## src/rtl/rot_pkg.sv

```systemverilog
// Shared definitions for the rotated-vector serializer.
//   N_DEF, WIDTH_DEF : default vector length (words) and word width (bits)
//   log2c()          : ceiling log2, used to size the word index
//   state_t          : serializer FSM states
package rot_pkg;

  localparam int N_DEF     = 32;
  localparam int WIDTH_DEF = 8;

  // Ceiling log2 with a floor of 1 so a one-word vector still gets a
  // legal one-bit index.
  function automatic int log2c(input int n);
    int r;
    r = 0;
    for (int i = 0; i < 31; i++) begin
      if ((1 << i) < n) r = i + 1;
    end
    return (r == 0) ? 1 : r;
  endfunction

  typedef enum logic {
    IDLE = 1'b0,
    SEND = 1'b1
  } state_t;

endpackage

```

## src/rtl/rot_serializer.sv

```systemverilog
// Captures an N-word vector from an upstream barrel rotator and emits it one
// word per accepted cycle, word 0 first, with valid/ready on both sides.
//
// Ports:
//   clk        : clock, rising edge
//   rst        : asynchronous active-low reset; aborts any vector in flight
//   in_vec     : N x WIDTH rotated vector
//   in_valid   : in_vec is valid
//   in_ready   : vector can be captured this cycle
//   out_data   : current word, buffer[out_idx]
//   out_valid  : out_data is valid
//   out_ready  : downstream accepts out_data this cycle
//   out_idx    : index of the word on out_data
//   out_last   : out_data carries word N-1
//   busy       : a vector is being serialized
module rot_serializer
  import rot_pkg::*;
#(
  parameter int N     = N_DEF,
  parameter int WIDTH = WIDTH_DEF,
  parameter int IDX_W = log2c(N)
) (
  input  logic             clk,
  input  logic             rst,
  input  logic [WIDTH-1:0] in_vec [N],
  input  logic             in_valid,
  output logic             in_ready,
  output logic [WIDTH-1:0] out_data,
  output logic             out_valid,
  input  logic             out_ready,
  output logic [IDX_W-1:0] out_idx,
  output logic             out_last,
  output logic             busy
);

  localparam logic [IDX_W-1:0] LAST_IDX = IDX_W'(N - 1);

  state_t           state;
  state_t           state_nxt;
  logic [WIDTH-1:0] buffer [N];
  logic [IDX_W-1:0] idx;
  logic             at_last;
  logic             in_xfer;
  logic             out_xfer;

  assign at_last  = (idx == LAST_IDX);
  assign in_xfer  = in_valid && in_ready;
  assign out_xfer = out_valid && out_ready;

  // State register.
  // NOTE: sequential state uses non-blocking assignments so every flop
  // samples pre-edge values regardless of block ordering.
  always_ff @(posedge clk or negedge rst) begin
    if (!rst) state <= IDLE;
    else      state <= state_nxt;
  end

  // Next-state logic. A capture coinciding with the final word keeps the
  // FSM in SEND so the next vector follows with no bubble.
  // NOTE: the default assignment up front keeps this block latch-free.
  always_comb begin
    state_nxt = state;
    unique case (state)
      IDLE: if (in_xfer) state_nxt = SEND;
      SEND: if (out_xfer && at_last && !in_xfer) state_nxt = IDLE;
      default: state_nxt = IDLE;
    endcase
  end

  // Output logic. out_data is a plain mux from the buffer so the first word
  // appears the cycle after capture. in_ready depends on rst only through
  // the IDLE arm, which forces it low while reset is held.
  always_comb begin
    out_valid = 1'b0;
    busy      = 1'b0;
    in_ready  = 1'b0;
    out_data  = '0;
    unique case (state)
      IDLE: in_ready = rst;
      SEND: begin
        out_valid = 1'b1;
        busy      = 1'b1;
        out_data  = buffer[idx];
        in_ready  = out_ready && at_last;
      end
      default: ;
    endcase
  end

  assign out_idx  = idx;
  assign out_last = out_valid && at_last;

  // Word index: cleared on capture, advanced on each accepted word, wrapped
  // explicitly at N-1 so non-power-of-two N stays in range.
  always_ff @(posedge clk or negedge rst) begin
    if (!rst) begin
      idx <= '0;
    end else if (in_xfer) begin
      idx <= '0;
    end else if (out_xfer) begin
      idx <= at_last ? '0 : idx + IDX_W'(1);
    end
  end

  // NOTE: the vector buffer has no reset; its contents are never observed
  // before a capture, so reset wiring on N*WIDTH flops buys nothing.
  always_ff @(posedge clk) begin
    if (in_xfer) buffer <= in_vec;
  end

endmodule

```

## config.mk

```make
export PLATFORM = sky130hd
export DESIGN_NAME = rot_serializer
export DESIGN_NICKNAME = d
export VERILOG_FILES = /design/src/rtl/rot_pkg.sv /design/src/rtl/rot_serializer.sv
export SDC_FILE = /design/constraint.sdc
export NUM_CORES = 1
export LEC_CHECK = 0
export BUFFER_PORTS_ARGS = -buffer_cell sky130_fd_sc_hd__buf_2
export CORE_MARGIN = 4
export CORE_UTILIZATION = 45
export DETAILED_ROUTE_END_ITERATION = 10
export GPL_TIMING_DRIVEN = 0
export PLACE_DENSITY = 0.71
export SETUP_SLACK_MARGIN = 0.1
export SYNTH_ARGS = -nofsm -noshare
export SYNTH_HDL_FRONTEND = slang
export SYNTH_SLANG_ARGS = --single-unit
```

## constraint.sdc

```tcl
create_clock -name clk -period 13.4 [get_ports clk]
set_clock_uncertainty 0.2 [all_clocks]
set_input_delay 1.34 -clock clk [delete_from_list [all_inputs] [get_ports clk]]
set_output_delay 1.34 -clock clk [all_outputs]
set_load 0.02 [all_outputs]
```

## Yosys cells after proc, flatten, opt, wreduce, memory -nomap -nowiden

Cells that the tools add are included.

- Logic and storage cells: 59
- RAM bits: 0
- Register bits: 262
- Latch bits: 0
- Output and inout port bits: 17
- Input port bits: 260
- Memories: 0
- Bits in read-only memories: 0

- Divide/modulo/power cells: 0
- Add/sub/neg operators: 1
- Order comparisons: 1
- Multiply operators: 0
- Shifts and indexed selects: 0
- Mux-type cells: 12
- Reductions and logical operators: 8
- Bitwise logic cells: 2
- Eq/ne operators: 1

Operators with widths:

| operator | count |
|---|---|
| binary-select mux 8 bit (select 5 bit) | 1 |
| two-way mux 8 bit | 3 |
| two-way mux 5 bit | 3 |
| >= comparator 6 bit (second input constant) | 1 |
| logical AND 1 bit | 6 |
| NOT 5 -> 6 bit | 1 |
| adder 5 x 1 -> 5 bit (second input constant) | 1 |
| equality test 5 bit (second input constant) | 1 |
| one-hot mux 1 bit (2 select lines) | 2 |
| two-way mux 1 bit | 3 |
| nonzero test 2 bit | 1 |
| logical NOT 1 bit | 1 |
| NOT 1 bit | 1 |

## Longest topological paths before layout

Gate-level depths: netlist (run 1).

- Word-level depth: 8
- Depth in mapped cells: 10
- Depth with buffers taken out: 7

## Worst setup path after synthesis (run 1)

No wires, ideal clock.

- Path type: reg2reg
- From: register idx[2], in the netlist out_idx[2]
- To: register buffer[0] (netlist name), enable pin
- Cell stages (with the launch flop): 10
- Library setup time: 0.720 ns
- Arrival time: 9.329 ns
- Clock period less this slack: 10.249 ns
- Data required time: 12.480 ns
- Slack: 3.151 ns
- Path buffers: 4
- Cells stage by stage: dfrtp_1 clkbuf_1 buf_4 buf_2 and3_1 ha_1 nand2_1 o21ai_0 and2_1 clkbuf_1

- Word-level cells in the longest chain between the ends: 4

RTL lines:

| element | line | RTL |
|---|---|---|
| start, declared | rot_serializer.sv:41 | `logic [IDX_W-1:0] idx;` |
| start signal, assigned | rot_serializer.sv:101 | `idx <= at_last ? '0 : idx + IDX_W'(1);` |
| equality test 5 bit | rot_serializer.sv:46 | `assign at_last = (idx == LAST_IDX);` |
| logical AND 1 bit | rot_serializer.sv:84 | `in_ready = out_ready && at_last;` |
| one-hot mux 1 bit (2 select lines) | rot_serializer.sv:78 | `unique case (state)` |
| via in_ready | rot_serializer.sv:27 | `output logic in_ready,` |
| logical AND 1 bit | rot_serializer.sv:47 | `assign in_xfer = in_valid && in_ready;` |
| via in_xfer | rot_serializer.sv:43 | `logic in_xfer;` |
| end signal, assigned | rot_serializer.sv:108 | `if (in_xfer) buffer <= in_vec;` |
| end, declared | rot_serializer.sv:40 | `logic [WIDTH-1:0] buffer [N];` |

The timed path passes the listed nets, and every way through them passes these cells.
A chain may end at the register's enable or synchronous reset.

## Worst setup path after layout (run 1)

- From: register idx[2], in the netlist out_idx[2]
- To: output port out_data[2]

- Word-level cells in the longest chain between the ends: 5

RTL lines:

| element | line | RTL |
|---|---|---|
| NOT 5 -> 6 bit (not written as such) | rot_serializer.sv:83 | `out_data = buffer[idx];` |
| binary-select mux 8 bit (select 5 bit) | rot_serializer.sv:83 |  |
| two-way mux 8 bit (not written as such) (2 in a row) | rot_serializer.sv:83 |  |
| two-way mux 8 bit | rot_serializer.sv:78 |  |
| end, declared | rot_serializer.sv:28 | `output logic [WIDTH-1:0] out_data,` |

Every way passes these cells. The select of a mux whose other input is x is not followed.

==> results of run 1 <==
==> placed cells by master, fill, tap and decap left out, types with 2 or more instances in the layout <==
| master | n |
|---|---|
| buf_2 | 283 |
| edfxtp_1 | 256 |
| mux4_2 | 45 |
| mux2i_1 | 33 |
| clkbuf_16 | 27 |
| clkbuf_1 | 12 |
| a21oi_1 | 12 |
| o22ai_1 | 8 |
| clkinv_1 | 8 |
| o221ai_1 | 7 |
| a22oi_1 | 7 |
| a22o_1 | 7 |
| a211oi_1 | 7 |
| buf_4 | 6 |
| buf_6 | 6 |
| a2111oi_2 | 6 |
| dfrtp_1 | 6 |
| nor2_1 | 5 |
| mux4_1 | 4 |
| clkinv_2 | 4 |
| diode_2 | 3 |
| nand3_1 | 3 |
| nand2_1 | 3 |
| o21ai_0 | 3 |
| buf_16 | 3 |
| nor2b_1 | 2 |
| nand3b_1 | 2 |
| and2_1 | 2 |
| nor3_1 | 2 |
| ha_1 | 2 |
==> worst max-delay path: stages, from the launching register on <==
cell       delay (ns)
dfrtp_1          0.39
clkbuf_1         0.28
buf_2            0.34
mux4_2           0.36
a22o_1           0.30
a2111oi_1        0.51
a211oi_1         0.11
buf_2            0.19
==> synthesized netlist by cell type (all sizes together) <==
master / number
edfxtp: 256
mux4: 49
mux2i: 33
buf: 21
a21oi: 12
o22ai: 8
a2111oi: 7
a211oi: 7
a22o: 7
a22oi: 7
o221ai: 7
clkbuf: 6
dfrtp: 6
nor2: 5
nand2: 3
nand3: 3
o21ai: 3
and2: 2
ha: 2
nand3b: 2
nor2b: 2
nor3: 2
a211o: 1
a21o: 1
a31oi: 1
and3: 1
inv: 1
nand2b: 1
nand4: 1
nor3b: 1
o2111a: 1
or4b: 1
==> registers in the layout (all words and copies together) (netlist names) <==
register	flops
out_idx	5
state	1
buffer	256
==> cell families after synthesis <==
| family | Yosys count | synth area share (%) |
|---|---|---|
| buffers and inverters | 28 | 1.95 |
| adders and majority gates | 2 | 0.247 |
| AOI/OAI and AO/OA | 62 | 4.81 |
| DFF | 262 | 77.4 |
| muxes | 82 | 14.3 |
| and+or+nand+nor | 24 | 1.30 |
==> layer usage <==
metal | vias up | track usage [%] | part of all wire (%)
li1 | 2586 | - | -
met1 | 2898 | 24.6 | 39
met2 | 250 | 32.4 | 51
met3 | 33 | 3.66 | 7.5
met4 | 0 | 5.20 | 2.2
met5 | - | 0 | 0
==> layout make-up <==
cell class	count	area [um2]	share of cell area, %
diodes	3	7.51	0.0589
inverters	1	3.75	0.0295
multi-input cells	170	2090	16.4
clock buffers	34	702	5.51
repair buffers	279	1460	11.5
well taps	280	350	2.75
clock inverters	14	88.8	0.697
plain buffers	27	198	1.55
flip-flops and latches	262	7840	61.5
==> path summary, 6_finish.rpt <==
kind,slack [ns],depth (start not counted),to
max,8.86,7,out_data[2]
min,0.44,1,out_idx[4]$_DFFE_PN0P_
max reg2reg,8.96,11,buffer[239]$_DFFE_PP_
min reg2reg,0.52,3,out_idx[4]$_DFFE_PN0P_
max in group asynchronous,12.38,1,out_idx[3]$_DFFE_PN0P_
min in group clk,0.52,3,out_idx[4]$_DFFE_PN0P_
==> through the flow <==
stage / util, % / power, W / instance area (um2)
floorplan: - / 0.00138 / 10100
global placement: 54.0 / 0.00160 / 11900
detailed placement: 54.4 / 0.00160 / 11900
CTS: 58.0 / 0.00228 / 12700
global route: 58.0 / 0.00235 / 12700
finish: 58.0 / 0.00225 / 12700
==> where the power goes <==
group          switching, W  internal (W)
registers         0.0000128      0.000936
clock network      0.000293      0.000387
logic              0.000348      0.000271
==> results.md, run 1 <==
* Crit. End Element: output port
* Gr usage total at around a fifth
* Hold buffers post-CTS at 0
* Synthesized area per cell at around 22 um2
* Sequential-to-total area share from yosys stat at 77.4%
* Setup slack after layout at between 8 and 9 ns
* Floorplan Core Area at roughly 22000 um2
* CP startpoint: out_idx[2]$_DFFE_PN0P_
* Final Wtd Congestion at a little under 0.8
* Reg2Reg Launch Point: out_idx[2]$_DFFE_PN0P_
* Die area at approximately 25000 um2
* ANT nets after route at 0
* Final hold vios at 0
* Non-filler cells in the finished layout at between 1000 and 1500
* Setup CP Type: reg -> out
* Syn Std Cell Area at roughly 10000 um2
* Clk slew on worst S/H paths at around 0.060 ns
* Syn nets at approximately 720
* Max-slew violations at 0
* Final period util at about 34%
* Fmax achieved at 0.220 GHz
* Worst Tran Pin Value at around 0.79 ns
* PD cells at around 180 nW/um2
* First-pass detailed-route iteration total at 5
* Placed cell count at 1019
* Nets at 1030
* Number of global-route vias before repair at roughly 6000
* Syn-to-layout area delta at 25.8%
* Die width at roughly 160 um
* Setup TNS at 0 ns
* Yosys Warn Count at 0
* # DRC at 0
* Crit path launch type: flop
* Global-route wire length before repair at ~35 mm
* Detailed Route WL at 24.4 mm
* Row cnt at 54
* MaxCap Viol Count at 0
* Initial Utilization at between 40 and 50%
* CTS resizes at 0
* Worst-path maximum fanout at 10
* RSZ-0062 raised after global routing: false
* WHS at ~0.44 ns
* Initial antenna violation count at 3
* Worst Path Required at between 10 and 15 ns
* WL/cell at around 23 um
* Largest net degree at the start of global routing at a little under 80
* Final setup violation count at 0
* CTS buffer count at 27
* Synth top area share at 75.9%
* Peak supply drop at 0.111 mV
* Root Buffer Master: clkbuf_16
* Critical Path AT at roughly 3.0 ns
* Clock sinks at ~260
* Number of H-tree levels at 1
* Distinct cells, synth at 38
* Pleak at ~4.7 nW
* Die extent in y at ~160 um
* Slew margin rel. at 47.3%
* DR vias/cell at 5.39
* Initial drt markers at 400
* Clk Latency, worst-skew pair at roughly 0.53 ns
* Post-layout minimum cycle time at roughly 4.5 ns
* Routed via count at about 5800
* Layout cells sized above 1 at just under 50%
* Synth area leaders: edfxtp_1 76%, mux4_2 10%, mux2i_1 3.3%, dfrtp_1 1.5%, mux4_1 1.0%
* Outcome: finished clean
* Synth Register Bits at approximately 260
* PortBufs at between 200 and 300
* Buffer levels on the longest clock path at 3
* Number of buffers added for setup after CTS at 0
* I/O pins at ~280
* Hold Path Class: in -> async
* Post-DP HPWL at between 15 and 20 mm
* # fillers at about 1600
* Post-Syn Instances at between 400 and 500
* Place WS at 8.92 ns
* Post-synth top area cell: edfxtp_1
* Grt ovf at 0
* CTS tree: yes
Power figures use the tool's default switching activity.
==> run 2, diff against run 1 <==
ABC_AREA = 1   (was unset)
PLACE_DENSITY = 0.7   (was 0.71)
clock period = 4.36 ns   (was 13.4 ns; I/O delays follow)
==> run 2 against run 1 <==
Clock-buffer cell count fell by 2. Largest cell class unchanged. Synthesized area grew 7.8%. Largest power group unchanged. Clock power rose to 3.3 times the previous value.
==> results.md, run 2 <==
* Post-synth top area cell: edfxtp_1
* Synthesized area per cell at 11.0 um2
* Largest net degree at the start of global routing at 48
* Worst Tran Pin Value at approximately 0.79 ns
* RSZ-0062 raised after global routing: false
* CP max-delay cell: clkbuf_1
* Floorplan Core Area at 23700 um2
* Worst Path Required at 3.72 ns
* Final Wtd Congestion at 0.815
* Reg2Reg Launch Point: out_idx[0]$_DFFE_PN0P_
* Outcome: finished clean
* Slew margin rel. at a little under half
* # fillers at around 1600
* Clock sinks at between 200 and 300
* Synth Area in Simple Gates at around 20%
* Critical path buffers and inverters at 3
* Area taken by flip-flops and latches at between 7000 and 8000 um2
* Synth async-reset ratio at 2.29%
* Adder-Cell Fraction of Synth Area at less than 1%
* Synth area leaders: edfxtp_1 70%, nand2_1 11%, nand3_1 6.0%, inv_1 3.1%, nor2_1 2.6%
* Clk slew on worst S/H paths at about 0.05 ns
* Main combinational cell family by area after synthesis: simple AND/OR/NAND/NOR gates
* Initial antenna violation count at 2
* Post-synthesis mux area share at 0%
* Syn-to-layout area delta at 49.3%
* Routed via count at between 9000 and 10000
* Worst-path maximum fanout at 10
* Post-Route Utilization at between 60% and 70%
* Pleak at about 7.0 nW
* CP dominant cell by count: nor2_1
* Syn Std Cell Area at about 11000 um2
* Design area at between 15000 and 20000 um2
* Fmax achieved at around 0.29 GHz
* Hold Path Class: in -> async
* Commonest cells after routing, fill and taps aside: 329 x nand2_1, 304 x buf_2, 258 x dlygate4sd3_1
* CP startpoint: out_idx[1]$_DFFE_PN0P_
* WHS at about 0.11 ns
* Crit-path max cell delay at between 0.5 and 0.6 ns
* Yosys Warn Count at 0
* I/O pins at around 280
* Number of H-tree levels at 1
* PortBufs at approximately 280
* Grt ovf at 0
* First-pass detailed-route iteration total at 7
* Critical Path AT at around 2.8 ns
* Biggest register: buffer
* Post-synth top cells: 331 x nand2_1, 256 x edfxtp_1, 131 x nand3_1
* Initial drt markers at approximately 970
* CTS buffer count at 28
* Top Family by Delay on Critical Path: buffers and inverters
* PD cells at around 500 nW/um2
* CTS tree: yes
* Area taken by multi-input logic gates at 2510 um2
* Row cnt at 56
* Final setup violation count at 0
* Root Buffer Master: clkbuf_16
* Sequential-to-total area share from yosys stat at just over 70%
* Max reg flops at around 260
* Placement Cell Area at approximately 13000 um2
* Max-slew violations at 0
* Post-Syn Instances at 997
* Buffer levels on the longest clock path at 3
* Die extent in y at between 150 and 200 um
* Die area at about 27000 um2
* Compound-Gate Fraction of Synth Area at roughly 2.4%
* Most common cell after layout, fill and taps aside: nand2_1
* Global-route wire length before repair at 56.3 mm
* WL/cell at between 20 and 25 um
* Final period util at around four fifths
* Peak supply drop at 0.320 mV
* Placed cell count at around 1600
* Setup CP Type: reg -> out
* Clk Latency, worst-skew pair at roughly 0.52 ns
* Distinct cells, synth at 18
* Total Power at 0.00793 W
* Synth Register Bits at ~260
* Most used DFF post-synth: edfxtp_1
* Number of global-route vias before repair at roughly 10000
* Post-DP HPWL at between 20 and 25 mm
* DR vias/cell at ~5
* # DRC at 0
* Gr usage total at ~28%
* Crit path cell chain: inv_2, clkbuf_1, o21ai_0, nor2_1, nor2_1, nor2_1, nor2_1, nor2_1, buf_2
* Xor/xnor share of the synthesized area at less than 1%
* Layout cells sized above 1 at between 20% and 30%
* Detailed Route WL at roughly 39 mm
* Post-layout minimum cycle time at about 3.4 ns
* Initial Utilization at 46.1%
* Crit path launch type: flop
* MaxCap Viol Count at 0
* Nets at approximately 1800
* Final hold vios at 0
* ANT nets after route at 0
* Synth top area share at a little over two thirds
* Top-count cell post-synth: nand2_1
* Post-synth EDFFs at 256
* Non-filler cells in the finished layout at approximately 1900
* Syn nets at ~1300
* Crit. End Element: output port
* Die width at ~160 um
-- run 2: worst register-to-register path: cells and delay by family (launching register included) --
kind                     cells  cell delay, ns
AO/OA/AOI/OAI                1            0.06
adder cells (fa/ha/maj)      2            0.39
buffers and inverters        4            1.39
flip-flops                   1            0.48
AND/OR/NAND/NOR              3            0.27
-- run 2: worst paths after layout --
kind | end | slack (ns) | cells after the start
max | out_data[5] | 0.96 | 9
min | out_idx[3]$_DFFE_PN0P_ | 0.11 | 2
max reg2reg | buffer[88]$_DFFE_PP_ | 1.28 | 10
min reg2reg | out_idx[3]$_DFFE_PN0P_ | 0.42 | 2
max in group asynchronous | out_idx[1]$_DFFE_PN0P_ | 3.67 | 2
min in group clk | out_idx[2]$_DFFE_PN0P_ | 0.17 | 5
-- run 2: timing repair --
| item | in CTS | in global routing |
|---|---|---|
| resized for setup | 0 | 0 |
| hold endpoints to repair | 264 | 0 |
| setup endpoints to repair | 0 | 0 |
| hold buffers | 258 | 0 |
| buffers inserted | 0 | 0 |
-- run 2: area by class of cell --
| type | instances | area share [%] |
|---|---|---|
| multi-input combinational | 593 | 15.4 |
| clock buffer | 32 | 4.39 |
| sequential | 262 | 48.1 |
| tap | 319 | 2.45 |
| inverter | 93 | 2.16 |
| antenna | 2 | 0.0307 |
| clock inverter | 19 | 0.898 |
| buffer | 49 | 1.55 |
| timing repair buffer | 540 | 25.0 |
-- run 2: kinds of logic after synthesis --
family | Yosys count
XOR/XNOR | 1
AND/OR/NAND/NOR | 537
flip-flops | 262
buffers and inverters | 142
adder cells (fa/ha/maj) | 2
AO/OA/AOI/OAI | 53
-- run 2: per-stage QoR --
stage / setup WS, ns / setup TNS [ns]
finish: 0.956 / 0
detailed placement: 1.26 / 0
floorplan: -1.30 / -338.08
global route: 0.742 / 0
global placement: -2.76 / -713.03
CTS: 0.986 / 0
-- run 2: report_power, final --
group	internal [W]	switching, W	leakage (nW)
Combinational	0.000891	0.00184	4.20
Clock	0.00129	0.000967	0.420
Sequential	0.00288	0.0000602	2.39
-- run 2: layer usage --
layer | up-vias | track usage [%] | share of wire, %
li1 | 4477 | - | -
met1 | 4569 | 34.4 | 37
met2 | 593 | 50.1 | 51
met3 | 99 | 5.02 | 8.6
met4 | 0 | 10.4 | 3.8
met5 | - | 0 | 0
==> run 3, diff against run 2 <==
PLACE_DENSITY = 0.73   (was 0.7)
clock period = 3.1 ns   (was 4.36 ns; I/O delays follow)
==> run 3 against run 2 <==
Die area unchanged. Clock-buffer cell count did not move. First-iteration DRC count increased by 4.6%. Clock power grew 54%. Power is 47% higher. Routed wire length up 3.3%. Hold slack got worse by 0.011 ns. Cell count grew 0.37%. Global-route usage increased by 1.0 points. Register-to-register slack worse by 1.1 ns. Sequential cell count did not move. Critical endpoint is now out_data[1].
==> results.md, run 3 (same netlist as run 2, synthesis figures left out) <==
* Post-layout minimum cycle time at approximately 3 ns
* Outcome: finished clean
* Max-slew violations at 0
* Clk Latency, worst-skew pair at around 0.52 ns
* CTS tree: yes
* Final period util at between 90% and 100%
* Net Sw Power at 0.00413 W
* Share of total power in sequential cells at 35.5%
* Crit path launch type: flop
* Row cnt at between 50 and 60
* Final Wtd Congestion at between 0.8 and 0.9
* Die width at between 150 and 200 um
* Syn-to-layout area delta at 51.6%
* Global-route wire length before repair at roughly 58 mm
* RSZ-0062 raised after global routing: true
* Die extent in y at between 150 and 200 um
* Detailed Route WL at about 40 mm
* Number of global-route vias before repair at approximately 10000
* DR vias/cell at between 5 and 6
* R2R depth at 12
* Met3 Routed Length at ~3.5 mm
* R2R setup slack at about 0.17 ns
* Gate power share at around a third
* Hold Path Class: in -> reg
* Worst Path Required at 2.59 ns
* Grt ovf at 0
* Initial Utilization at 46.1%
* Floorplan Core Area at 23700 um2
* WHS at between 0.1 and 0.15 ns
* Number of H-tree levels at 1
* MaxCap Viol Count at 0
* Setup CP Type: reg -> out
* Place WS at -0.138 ns
* PD cells at 706 nW/um2
* Uppermost layer routed: met4
* Critical Path AT at around 2.5 ns
* Min-Delay Startpoint: out_ready
* Fmax achieved at approximately 0.34 GHz
* ANT nets after route at 0
* Sw Ratio at between 30% and 40%
* Root Buffer Master: clkbuf_16
* I/O pins at between 200 and 300
* Initial antenna violation count at 4
* Peak supply drop at a little over 0.5 mV
* Worst-path maximum fanout at 10
* Clk slew on worst S/H paths at around 0.050 ns
* Pleak at around 7.1 nW
* Gr usage total at between 20% and 30%
* Final hold vios at 0
* Crit. End Element: output port
* Clock sinks at between 200 and 300
* Internal Power at 0.00755 W
* WL/cell at 20.9 um
* Buffer levels on the longest clock path at 3
* Reg2reg end: buffer[41]$_DFFE_PP_
* Commonest cells after routing, fill and taps aside: 328 x nand2_1, 291 x buf_2, 259 x dlygate4sd3_1
* PortBufs at between 200 and 300
* Slew margin rel. at between 50 and 60%
* Initial drt markers at ~1000
* Worst Tran Pin Value at 0.649 ns
* Hold Crit Endpoint: out_idx[1]$_DFFE_PN0P_
* Layout cells sized above 1 at about 25%
* Power share of the clock group at a little under 30%
* Final setup violation count at 0
* Setup slack after layout at 0.129 ns
* Hold depth at 5
* # DRC at 0
* Max reg flops at around 260
* # fillers at between 1500 and 2000
* Routed via count at 9909
* Most common cell after layout, fill and taps aside: nand2_1
* Die area at 26800 um2
* Reg2Reg Launch Point: out_idx[0]$_DFFE_PN0P_
* Post-DP HPWL at roughly 24 mm
* Nets at 1835
* M1 WL at approximately 15 mm
* Biggest register: buffer
* First-pass detailed-route iteration total at 6
* Largest net degree at the start of global routing at about 50
* Wire length on met2 at 20.0 mm
* CTS buffer count at 28
## run 3: stage by stage
| step | util, % | instance area (um2) | total power, W | cells | setup TNS [ns] |
|---|---|---|---|---|---|
| after floorplan | - | 11000 | 0.00629 | 997 | -665.68 |
| after global placement | 53.8 | 12700 | 0.00761 | 1592 | -1042.10 |
| after detailed placement | 54.3 | 12900 | 0.00766 | 1598 | -6.39 |
| after CTS | 69.4 | 16400 | 0.0114 | 1910 | 0 |
| after global routing | 69.9 | 16600 | 0.0122 | 1916 | 0 |
| final | 69.9 | 16600 | 0.0117 | 1916 | 0 |
## run 3: how the worst max path moves through the flow
stage          slack, ns  depth (start not counted)              startpoint                     to
4_1_cts             0.01                         11  out_idx[0]$_DFFE_PN0P_            out_data[0]
6_report            0.13                         12  out_idx[0]$_DFFE_PN0P_            out_data[1]
5_1_grt             0.07                         11  out_idx[0]$_DFFE_PN0P_            out_data[3]
3_5_place_dp       -0.14                         11  out_idx[0]$_DFFE_PN0P_  buffer[206]$_DFFE_PP_
2_1_floorplan      -2.56                          8  out_idx[0]$_DFFE_PN0P_    buffer[0]$_DFFE_PP_
3_3_place_gp       -4.03                          8  out_idx[0]$_DFFE_PN0P_  buffer[198]$_DFFE_PP_
## run 3: per-layer routing
| layer | track usage, % | vias to the layer above |
|---|---|---|
| met4 | 13.3 | 0 |
| met5 | 0 | - |
| met3 | 5.52 | 125 |
| met1 | 34.7 | 4640 |
| li1 | - | 4488 |
| met2 | 51.5 | 656 |
## run 3: timing repair
action / CTS / global route
pin swaps: 0 / 1
hold buffers: 259 / 0
hold endpoints to repair: 264 / 0
resized for setup: 12 / 48
endpoints found under the setup margin: 55 / 8
setup buffers: 2 / 2
cloned: 1 / 0
## run 3: worst max-delay path, cell delays in order, from the launching register on
cell	delay (ns)
dfrtp_2	0.46
inv_2	0.09
buf_6	0.16
clkbuf_4	0.22
nand2_1	0.08
nand2_1	0.12
nand2_1	0.06
nand3_1	0.12
nand2_1	0.07
nor2_1	0.10
nor2_1	0.08
nor2_2	0.17
buf_2	0.20
## run 3: power by group through the flow
| stage | combinational (W) | sequential, W | clock (W) |
|---|---|---|---|
| 5_1_grt | 0.00437 | 0.00415 | 0.00366 |
| 2_1_floorplan | 0.00205 | 0.00424 | 0 |
| 3_5_place_dp | 0.00345 | 0.00421 | 0 |
| 3_3_place_gp | 0.00338 | 0.00423 | 0 |
| 4_1_cts | 0.00376 | 0.00413 | 0.00346 |
| 6_report | 0.00405 | 0.00414 | 0.00349 |
## run 3: cell type report
| class | count | area, um2 | area share (%) |
|---|---|---|---|
| Inverter | 93 | 363 | 2.19 |
| Antenna cell | 4 | 10.0 | 0.0605 |
| Tap cell | 319 | 399 | 2.41 |
| Clock buffer | 32 | 737 | 4.45 |
| Timing Repair Buffer | 545 | 4140 | 25.0 |
| Sequential cell | 262 | 7840 | 47.4 |
| Clock inverter | 18 | 219 | 1.32 |
| Buffer | 49 | 299 | 1.81 |
| Multi-Input combinational cell | 593 | 2540 | 15.4 |
| Timing Repair inverter | 1 | 5.00 | 0.0302 |
